==> src/rtl/mips_pkg.sv <==
// rtl/mips_pkg.sv - shared MIPS core constants and fetch entry type
package mips_pkg;

  localparam int INST_W     = 32;
  localparam int INST_BYTES = 4;
  localparam logic [31:0] PC_INC = 32'(INST_BYTES);

  typedef struct packed {
    logic [31:0]       pc;
    logic [INST_W-1:0] inst;
  } fetch_entry_t;

endpackage

==> src/rtl/ifetch_unit_if.sv <==
// rtl/ifetch_unit_if.sv - fetch stage bus: imem port, redirect port, decode handshake
interface ifetch_unit_if;
  import mips_pkg::*;

  logic [31:0]       imem_adr;
  logic [INST_W-1:0] imem_data;
  logic              redirect_valid;
  logic [31:0]       redirect_pc;
  logic              out_valid;
  logic              out_ready;
  logic [INST_W-1:0] out_inst;
  logic [31:0]       out_pc;
  logic [31:0]       out_pc4;

  modport master (
    output imem_adr,
    input  imem_data,
    input  redirect_valid,
    input  redirect_pc,
    output out_valid,
    input  out_ready,
    output out_inst,
    output out_pc,
    output out_pc4
  );

  modport slave (
    input  imem_adr,
    output imem_data,
    output redirect_valid,
    output redirect_pc,
    input  out_valid,
    output out_ready,
    input  out_inst,
    input  out_pc,
    input  out_pc4
  );

endinterface

==> src/rtl/ifetch_queue.sv <==
// rtl/ifetch_queue.sv - synchronous prefetch FIFO with flush and occupancy count
module ifetch_queue
  import mips_pkg::*;
#(
  parameter int DEPTH = 2,
  localparam int PTR_W = $clog2(DEPTH),
  localparam int CNT_W = $clog2(DEPTH + 1)
) (
  input  logic               clk,
  input  logic               rst,
  input  logic               flush,
  input  logic               push,
  input  fetch_entry_t       push_data,
  input  logic               pop,
  output fetch_entry_t       head,
  output logic [CNT_W-1:0]   count
);

  fetch_entry_t     mem [DEPTH];
  logic [PTR_W-1:0] rd_ptr;
  logic [PTR_W-1:0] wr_ptr;

  // Pointers wrap naturally because DEPTH is a power of two.
  always_ff @(posedge clk) begin
    if (rst || flush) begin
      rd_ptr <= '0;
      wr_ptr <= '0;
      count  <= '0;
    end else begin
      if (push) wr_ptr <= wr_ptr + PTR_W'(1);
      if (pop)  rd_ptr <= rd_ptr + PTR_W'(1);
      case ({push, pop})
        2'b10:   count <= count + CNT_W'(1);
        2'b01:   count <= count - CNT_W'(1);
        default: count <= count;
      endcase
    end
  end

  always_ff @(posedge clk) begin
    if (push && !flush) mem[wr_ptr] <= push_data;
  end

  assign head = mem[rd_ptr];

endmodule

==> src/rtl/ifetch_unit.sv <==
// rtl/ifetch_unit.sv - PC register, push/redirect control and prefetch queue
module ifetch_unit
  import mips_pkg::*;
#(
  parameter logic [31:0] RESET_PC = 32'h0000_0000,
  parameter int          DEPTH    = 2
) (
  input logic         clk,
  input logic         rst,
  ifetch_unit_if.master bus
);

  localparam int CNT_W = $clog2(DEPTH + 1);

  logic [31:0]      fetch_pc;
  logic [CNT_W-1:0] count;
  logic             full;
  logic             pop;
  logic             push;
  fetch_entry_t     head;
  fetch_entry_t     push_data;

  assign full      = (count == CNT_W'(DEPTH));
  assign pop       = bus.out_valid & bus.out_ready;
  // A full queue can still accept when the head leaves this same cycle.
  assign push      = !bus.redirect_valid & (!full | pop);
  assign push_data = '{pc: fetch_pc, inst: bus.imem_data};

  always_ff @(posedge clk) begin
    if (rst)
      fetch_pc <= RESET_PC;
    else if (bus.redirect_valid)
      fetch_pc <= {bus.redirect_pc[31:2], 2'b00};
    else if (push)
      fetch_pc <= fetch_pc + PC_INC;
  end

  ifetch_queue #(.DEPTH(DEPTH)) u_queue (
    .clk       (clk),
    .rst       (rst),
    .flush     (bus.redirect_valid),
    .push      (push),
    .push_data (push_data),
    .pop       (pop),
    .head      (head),
    .count     (count)
  );

  assign bus.imem_adr  = fetch_pc;
  assign bus.out_valid = (count != '0);
  assign bus.out_inst  = head.inst;
  assign bus.out_pc    = head.pc;
  assign bus.out_pc4   = head.pc + PC_INC;

endmodule

==> src/flat_wrapper.sv <==
// flat-port wrapper written by rule: the top's interface ports become plain ports
module ifetch_unit_flat import mips_pkg::*;
#(
  parameter logic [31:0] RESET_PC = 32'h0000_0000,
  parameter int          DEPTH    = 2
)
  (clk, rst, bus_imem_adr, bus_imem_data, bus_redirect_valid, bus_redirect_pc, bus_out_valid, bus_out_ready, bus_out_inst, bus_out_pc, bus_out_pc4);
  ifetch_unit_if bus_i ();
  input logic clk;
  input logic rst;
  output wire logic [$bits(bus_i.imem_adr)-1:0] bus_imem_adr;
  input wire logic [$bits(bus_i.imem_data)-1:0] bus_imem_data;
  input wire logic [$bits(bus_i.redirect_valid)-1:0] bus_redirect_valid;
  input wire logic [$bits(bus_i.redirect_pc)-1:0] bus_redirect_pc;
  output wire logic [$bits(bus_i.out_valid)-1:0] bus_out_valid;
  input wire logic [$bits(bus_i.out_ready)-1:0] bus_out_ready;
  output wire logic [$bits(bus_i.out_inst)-1:0] bus_out_inst;
  output wire logic [$bits(bus_i.out_pc)-1:0] bus_out_pc;
  output wire logic [$bits(bus_i.out_pc4)-1:0] bus_out_pc4;
  assign bus_imem_adr = bus_i.imem_adr;
  assign bus_i.imem_data = bus_imem_data;
  assign bus_i.redirect_valid = bus_redirect_valid;
  assign bus_i.redirect_pc = bus_redirect_pc;
  assign bus_out_valid = bus_i.out_valid;
  assign bus_i.out_ready = bus_out_ready;
  assign bus_out_inst = bus_i.out_inst;
  assign bus_out_pc = bus_i.out_pc;
  assign bus_out_pc4 = bus_i.out_pc4;
  ifetch_unit #(.RESET_PC(RESET_PC), .DEPTH(DEPTH)) u_core (.clk(clk), .rst(rst), .bus(bus_i));
endmodule
==> config.mk <==
export PLATFORM = sky130hd
export DESIGN_NAME = ifetch_unit_flat
export DESIGN_NICKNAME = d
export VERILOG_FILES = /design/src/rtl/mips_pkg.sv /design/src/rtl/ifetch_unit_if.sv /design/src/rtl/ifetch_queue.sv /design/src/rtl/ifetch_unit.sv /design/src/flat_wrapper.sv
export SDC_FILE = /design/constraint.sdc
export NUM_CORES = 1
export LEC_CHECK = 0
export ABC_AREA = 1
export BUFFER_PORTS_ARGS = -buffer_cell sky130_fd_sc_hd__buf_4
export CORE_ASPECT_RATIO = 1.4
export CORE_UTILIZATION = 55
export CTS_BUF_LIST = sky130_fd_sc_hd__clkbuf_8
export CTS_CLUSTER_SIZE = 8
export DETAILED_ROUTE_END_ITERATION = 10
export HOLD_SLACK_MARGIN = 0.02
export PLACE_DENSITY = 0.82
export SETUP_SLACK_MARGIN = 0.2
export SYNTH_ARGS = -nofsm -noshare
export SYNTH_HDL_FRONTEND = slang
export SYNTH_SLANG_ARGS = --single-unit
export TNS_END_PERCENT = 30
==> constraint.sdc <==
create_clock -name clk -period 4.9 [get_ports clk]
set_clock_uncertainty 0.1 [all_clocks]
set_input_delay 0 -clock clk [delete_from_list [all_inputs] [get_ports clk]]
set_output_delay 0 -clock clk [all_outputs]
set_load 0.01 [all_outputs]
Yosys cells after proc, flatten, opt, wreduce, memory -nomap -nowiden

Memory sizes are Yosys's and may differ from the RTL's. A register that Yosys moved wholly into a read port is not among the register bits.
Index checks and enable logic that the tools add are counted.
W data, S select, Z words.

Register bits: 36
RAM bits: 128
Bits of input ports: 68
Output and inout port bits: 129
Word-level logic and storage cells: 33
Memories kept: 1

Memories:

| memory             | depth | bits a word | rd ports | clocked after memory_dff | write ports | line               | RTL |
|---|---|---|---|---|---|---|---|
| u_core.u_queue.mem | 2     | 64          | 1        | 1                        | 1           | ifetch_queue.sv:19 | `fetch_entry_t mem [DEPTH];` |

$add $sub $neg: 6
Equal/unequal tests: 3
Multiplexer cells: 7
Bitwise logic cells: 3
Reduce and logical (&&, ||, !) cells: 8

Operators by type and width:

| operator                | number |
|---|---|
| $add A32 B3 Y32 const B | 2 |
| $mux W32                | 2 |
| $reduce_bool A2 Y1      | 3 |
| $eq A2 B2 Y1 const B    | 2 |
| $mux W1                 | 4 |
| $pmux W2 S2             | 1 |
| $add A1 B1 Y1 const B   | 2 |
| $add A2 B1 Y2 const B   | 1 |
| $and A1 B1 Y1           | 2 |
| $eq A2 B1 Y1 const B    | 1 |
| $logic_not A1 Y1        | 2 |
| $reduce_or A2 Y1        | 1 |
| $sub A2 B1 Y2 const B   | 1 |
| $logic_and A1 B1 Y1     | 1 |
| $logic_or A1 B1 Y1      | 1 |
| $or A1 B1 Y1            | 1 |

Longest topological paths before layout

Depth in word-level cells: 7
Depth in mapped cells: 13
Depth with buffers taken out: 13

By module

A second synthesis with hierarchy kept.

Cells, all modules: 761
Area, all modules: 8147.8 µm²

Modules (own cells, without submodules):

| module       | times used | cells each | area each (µm²) | seq. area each (µm²) |
|---|---|---|---|---|
| ifetch_queue | 1          | 229        | 5141.2          | 3943.8 |
| ifetch_unit  | 1          | 532        | 3006.6          | 600.6 |

Least setup slack after synthesis

No wires, ideal clock.

Kind: register -> register
Start point: register u_core.u_queue.count[0]
End point: memory u_core.u_queue.mem[0][0] (netlist bit) (enable)
Setup time: 0.484 ns
Data arrival time: 3.375 ns
Data required time: 4.316 ns
Slack: 0.941 ns
Cell stages (with the launch flop): 5
Buffers on the path: 0
Clock period less this slack: 3.959 ns
Cell sequence: dfxtp_1 -> nor3_2 -> inv_2 -> nand2_1 -> nor2_1

Word-level cells in the longest chain between the ends: 7
Elaborated cells on any way between the ends: 9
Classes of those cells: eq/ne: 1; mux: 2; bitwise: 3; reduce/logical: 3

RTL lines:

| item                                                      | line                                 | RTL |
|---|---|---|
| start: declaration                                        | ifetch_queue.sv:16                   | `output logic [CNT_W-1:0] count` |
| start signal: assignment                                  | ifetch_queue.sv:33                   | `2'b10: count <= count + CNT_W'(1);` |
| start signal: assignment                                  | ifetch_queue.sv:34                   | `2'b01: count <= count - CNT_W'(1);` |
| start signal: assignment                                  | ifetch_queue.sv:35                   | `default: count <= count;` |
| $eq A2 B2 Y1 / $reduce_bool A2 Y1 (equally long branches) | ifetch_unit.sv:23, ifetch_unit.sv:50 |  |
| $logic_not A1 Y1 / $and A1 B1 Y1 (equally long branches)  | ifetch_unit.sv:26, ifetch_unit.sv:24 |  |
| $or A1 B1 Y1 *                                            | ifetch_unit.sv:26                    | `assign push = !bus.redirect_valid & (!full \| pop);` |
| $and A1 B1 Y1 *                                           | ifetch_unit.sv:26                    |  |
| $logic_and A1 B1 Y1 *                                     | ifetch_queue.sv:41                   | `if (push && !flush) mem[wr_ptr] <= push_data;` |
| $mux W1 *                                                 | ifetch_queue.sv:41                   |  |
| $mux W1 (implied by the code) *                           | ifetch_queue.sv:41                   |  |
| end: declaration                                          | ifetch_queue.sv:19                   |  |

Every way passes the cells marked *; elsewhere a longest branch is shown, timed or not.

Worst setup path after layout

Start point: register u_core.fetch_pc[3], in the netlist u_core.bus.imem_adr[3]
End point: register u_core.fetch_pc[18], in the netlist u_core.bus.imem_adr[18]

Word-level cells in the longest chain between the ends: 3

RTL lines:

| item                     | line              | RTL |
|---|---|---|
| start: declaration       | ifetch_unit.sv:15 | `logic [31:0] fetch_pc;` |
| start signal: assignment | ifetch_unit.sv:33 | `fetch_pc <= {bus.redirect_pc[31:2], 2'b00};` |
| start signal: assignment | ifetch_unit.sv:35 | `fetch_pc <= fetch_pc + PC_INC;` |
| $add A32 B3 Y32          | ifetch_unit.sv:35 |  |
| $mux W32                 | ifetch_unit.sv:34 | `else if (push)` |
| $mux W32                 | ifetch_unit.sv:32 | `else if (bus.redirect_valid)` |

Every way passes these cells. The select of a mux whose other input is x is not followed.
A chain may end at the register's enable or synchronous reset.

==> impl_metrics.json <==
{
  "status": "finished clean",
  "cts_root_buffer": "clkbuf_8",
  "period_share": 0.710,
  "insertion_delay_ns": 0.45,
  "crit_type": "reg -> reg",
  "synth_common_cells": "211 x nand2_1, 130 x nor2_1, 124 x edfxtp_1",
  "synth.avg_cell_area_um2": 9.24,
  "grt_pass1_vias": 6686,
  "die_h_um": 144,
  "gp_congestion": 0.958,
  "vias": 7037,
  "peakVddDrop_uv": 194,
  "netlist_area_um2": 7930,
  "wl_mm": 21.6,
  "antenna_found_initial": 0,
  "htreeDepth": 4,
  "crit_path_end_kind": "flop",
  "instances_no_fill": 1342,
  "die_w_um": 103,
  "netlist.area_leader.share": 0.469,
  "diodes": 0,
  "fp.coreArea_um2": 14000,
  "grt_util_all_layers": 0.292,
  "yosysSeqAreaShare": 0.558,
  "row_count": 51,
  "io_pins": 197,
  "place_ws_ns": 2.01,
  "ys_ff_latch": 159,
  "place_area_um2": 9470,
  "synth_edf_count": 124,
  "async_reset_ff_frac": 0,
  "wl_per_cell_um": 16.1,
  "io_buffers": 188,
  "cts_sinks": 159,
  "yosysMostFrequentCell": "nand2_1",
  "slew_headroom": 0.396,
  "hp-class": "in -> reg",
  "fp.dieArea_um2": 14900,
  "start_kind": "flop",
  "synthTopCellsByArea": "edfxtp_1 47%, nand2_1 10%, dfxtp_1 8.8%",
  "worstPathArrival_ns": 3.78,
  "drt_iter0_drc": 412,
  "grt_overflow": 0,
  "grt_max_degree": 63,
  "yosysTopAreaCell": "edfxtp_1",
  "vias_per_cell": 5.24,
  "max_freq_mhz": 287,
  "cts_buffer_depth": 2,
  "period_needed_ns": 3.48,
  "hold_violations": 0,
  "drtPass1Iterations": 5,
  "initial_core_util": 0.568,
  "worst_pin_slew_ns": 0.904,
  "stdcell_area_um2": 10800,
  "nets": 1215,
  "dpl.cell_count": 1212,
  "setup_tns_ns": 0,
  "setup_slack_ns": 1.42,
  "drv_slew": 0,
  "path_clk_slew_ns": 0.09,
  "area.growth.synth_to_final_pct": 36.5,
  "cap_violations": 0,
  "crit_required_ns": 5.20,
  "p_per_area_nw_per_um2": 279,
  "netlist_instances": 858,
  "setup_viol": 0,
  "grt_pass1_wl_mm": 32.5,
  "layout-drive-gt1-share": 0.261,
  "crit_path_max_fanout": 8,
  "dp_hpwl_mm": 13.7,
  "drc_errors": 0,
  "tritoncts.num_buffers": 17,
  "n_fill_cell": 891,
  "rsz0062_at_grt": "false",
  "yosysWarnings": 0,
  "synth_cell_types": 42,
  "synth_top_flop_cell": "edfxtp_1",
  "antenna_left": 0,
  "cts_tree": "yes",
  "cellLeakagePower_uw": 0.00443
}
## power by group
| group | total, µW | internal [µW] | switching, µW | leakage [µW] |
|---|---|---|---|---|
| registers | 1580 | 1520 | 52.5 | 0.00147 |
| logic | 494 | 246 | 249 | 0.00276 |
| clock network | 945 | 425 | 520 | 0.000195 |
| total | 3020 | 2190 | 821 | 0.00443 |
## worst paths after layout
check | startpoint | end | slack (ns) | cells after the start
min | bus_redirect_valid | u_core.bus.imem_adr[8] | 0.07 | 3
min reg2reg | u_core.u_queue.rd_ptr | flop | 0.39 | 2
max reg2reg | u_core.bus.imem_adr[3] | u_core.bus.imem_adr[18] | 1.42 | 9
max | u_core.bus.imem_adr[3] | u_core.bus.imem_adr[18] | 1.42 | 9
## layout make-up
cell class / count / area [µm²] / area share
inverters: 96 / 360 / 0.0333
clock buffers: 18 / 248 / 0.0229
well taps: 185 / 231 / 0.0214
flip-flops and latches: 159 / 4430 / 0.409
repair buffers: 291 / 2430 / 0.224
clock inverters: 14 / 131 / 0.0121
multi-input cells: 579 / 3000 / 0.277
## metal layers
layer	track usage	vias up	wire (µm)
met5	0	-	0
met4	0.146	0	801
met3	0.0628	70	1670
met2	0.535	347	11300
met1	0.309	3211	7800
li1	-	3409	-
## through the flow
stage                     utilization  power [µW]  hold WS (ns)
after global placement          0.677        2010        0.0846
after global routing            0.775        3130        0.0690
after CTS                       0.775        3000        0.0500
final                           0.775        3020        0.0710
after detailed placement        0.677        2020        0.0877
after floorplan                     -        1810       -0.0306
## cells in the final DEF, fill, tap and decap left out, types with 7 or more instances in the layout
| master | Yosys | routed |
|---|---|---|
| inv_1 | 88 | 88 |
| nand3_1 | 48 | 48 |
| dlygate4sd3_1 | 0 | 98 |
| dfxtp_1 | 35 | 34 |
| mux2_2 | 32 | 32 |
| a31oi_1 | 7 | 7 |
| nand2_2 | 8 | 8 |
| edfxtp_1 | 124 | 124 |
| clkbuf_8 | 0 | 18 |
| nor2_1 | 130 | 128 |
| xor2_1 | 17 | 17 |
| buf_4 | 8 | 193 |
| nor3_1 | 12 | 12 |
| a21oi_1 | 21 | 21 |
| nand2_1 | 211 | 211 |
| o21ai_2 | 15 | 15 |
| o21ai_0 | 8 | 8 |
| o21ai_1 | 13 | 13 |
## critical path: stages (launching register included)
cell and delay (ns):
dfxtp_1 0.50, ha_1 0.25, nand2_1 0.10, nor2_1 0.30, nand2_1 0.21, nor2_1 0.48, a22oi_1 0.16, dlygate4sd3_1 0.59
a21oi_1 0.16, dlygate4sd3_1 0.58
## repair_timing
action                                 CTS  global route
buffers inserted                         0             0
gates resized for setup                  0             0
endpoints found under the hold margin   97             0
hold buffers                            98             0
## flip-flops by register name, summed over array words and instances (netlist names), named ones only
| name | cells |
|---|---|
| u_core.u_queue.wr_ptr | 1 |
| u_core.u_queue.mem | 124 |
| u_core.u_queue.count | 2 |
| u_core.bus.imem_adr | 30 |
| u_core.u_queue.rd_ptr | 1 |
## cells by family after synthesis
family	count (synthesis)	share of synthesized area
AO/OA/AOI/OAI	82	0.0670
XOR/XNOR	22	0.0243
adder cells (fa/ha/maj)	3	0.00473
buffers and inverters	125	0.0686
flip-flops	159	0.558
multiplexers	32	0.0454
other	1	0.000473
AND/OR/NAND/NOR	434	0.232
Power figures use the tool's default switching activity.
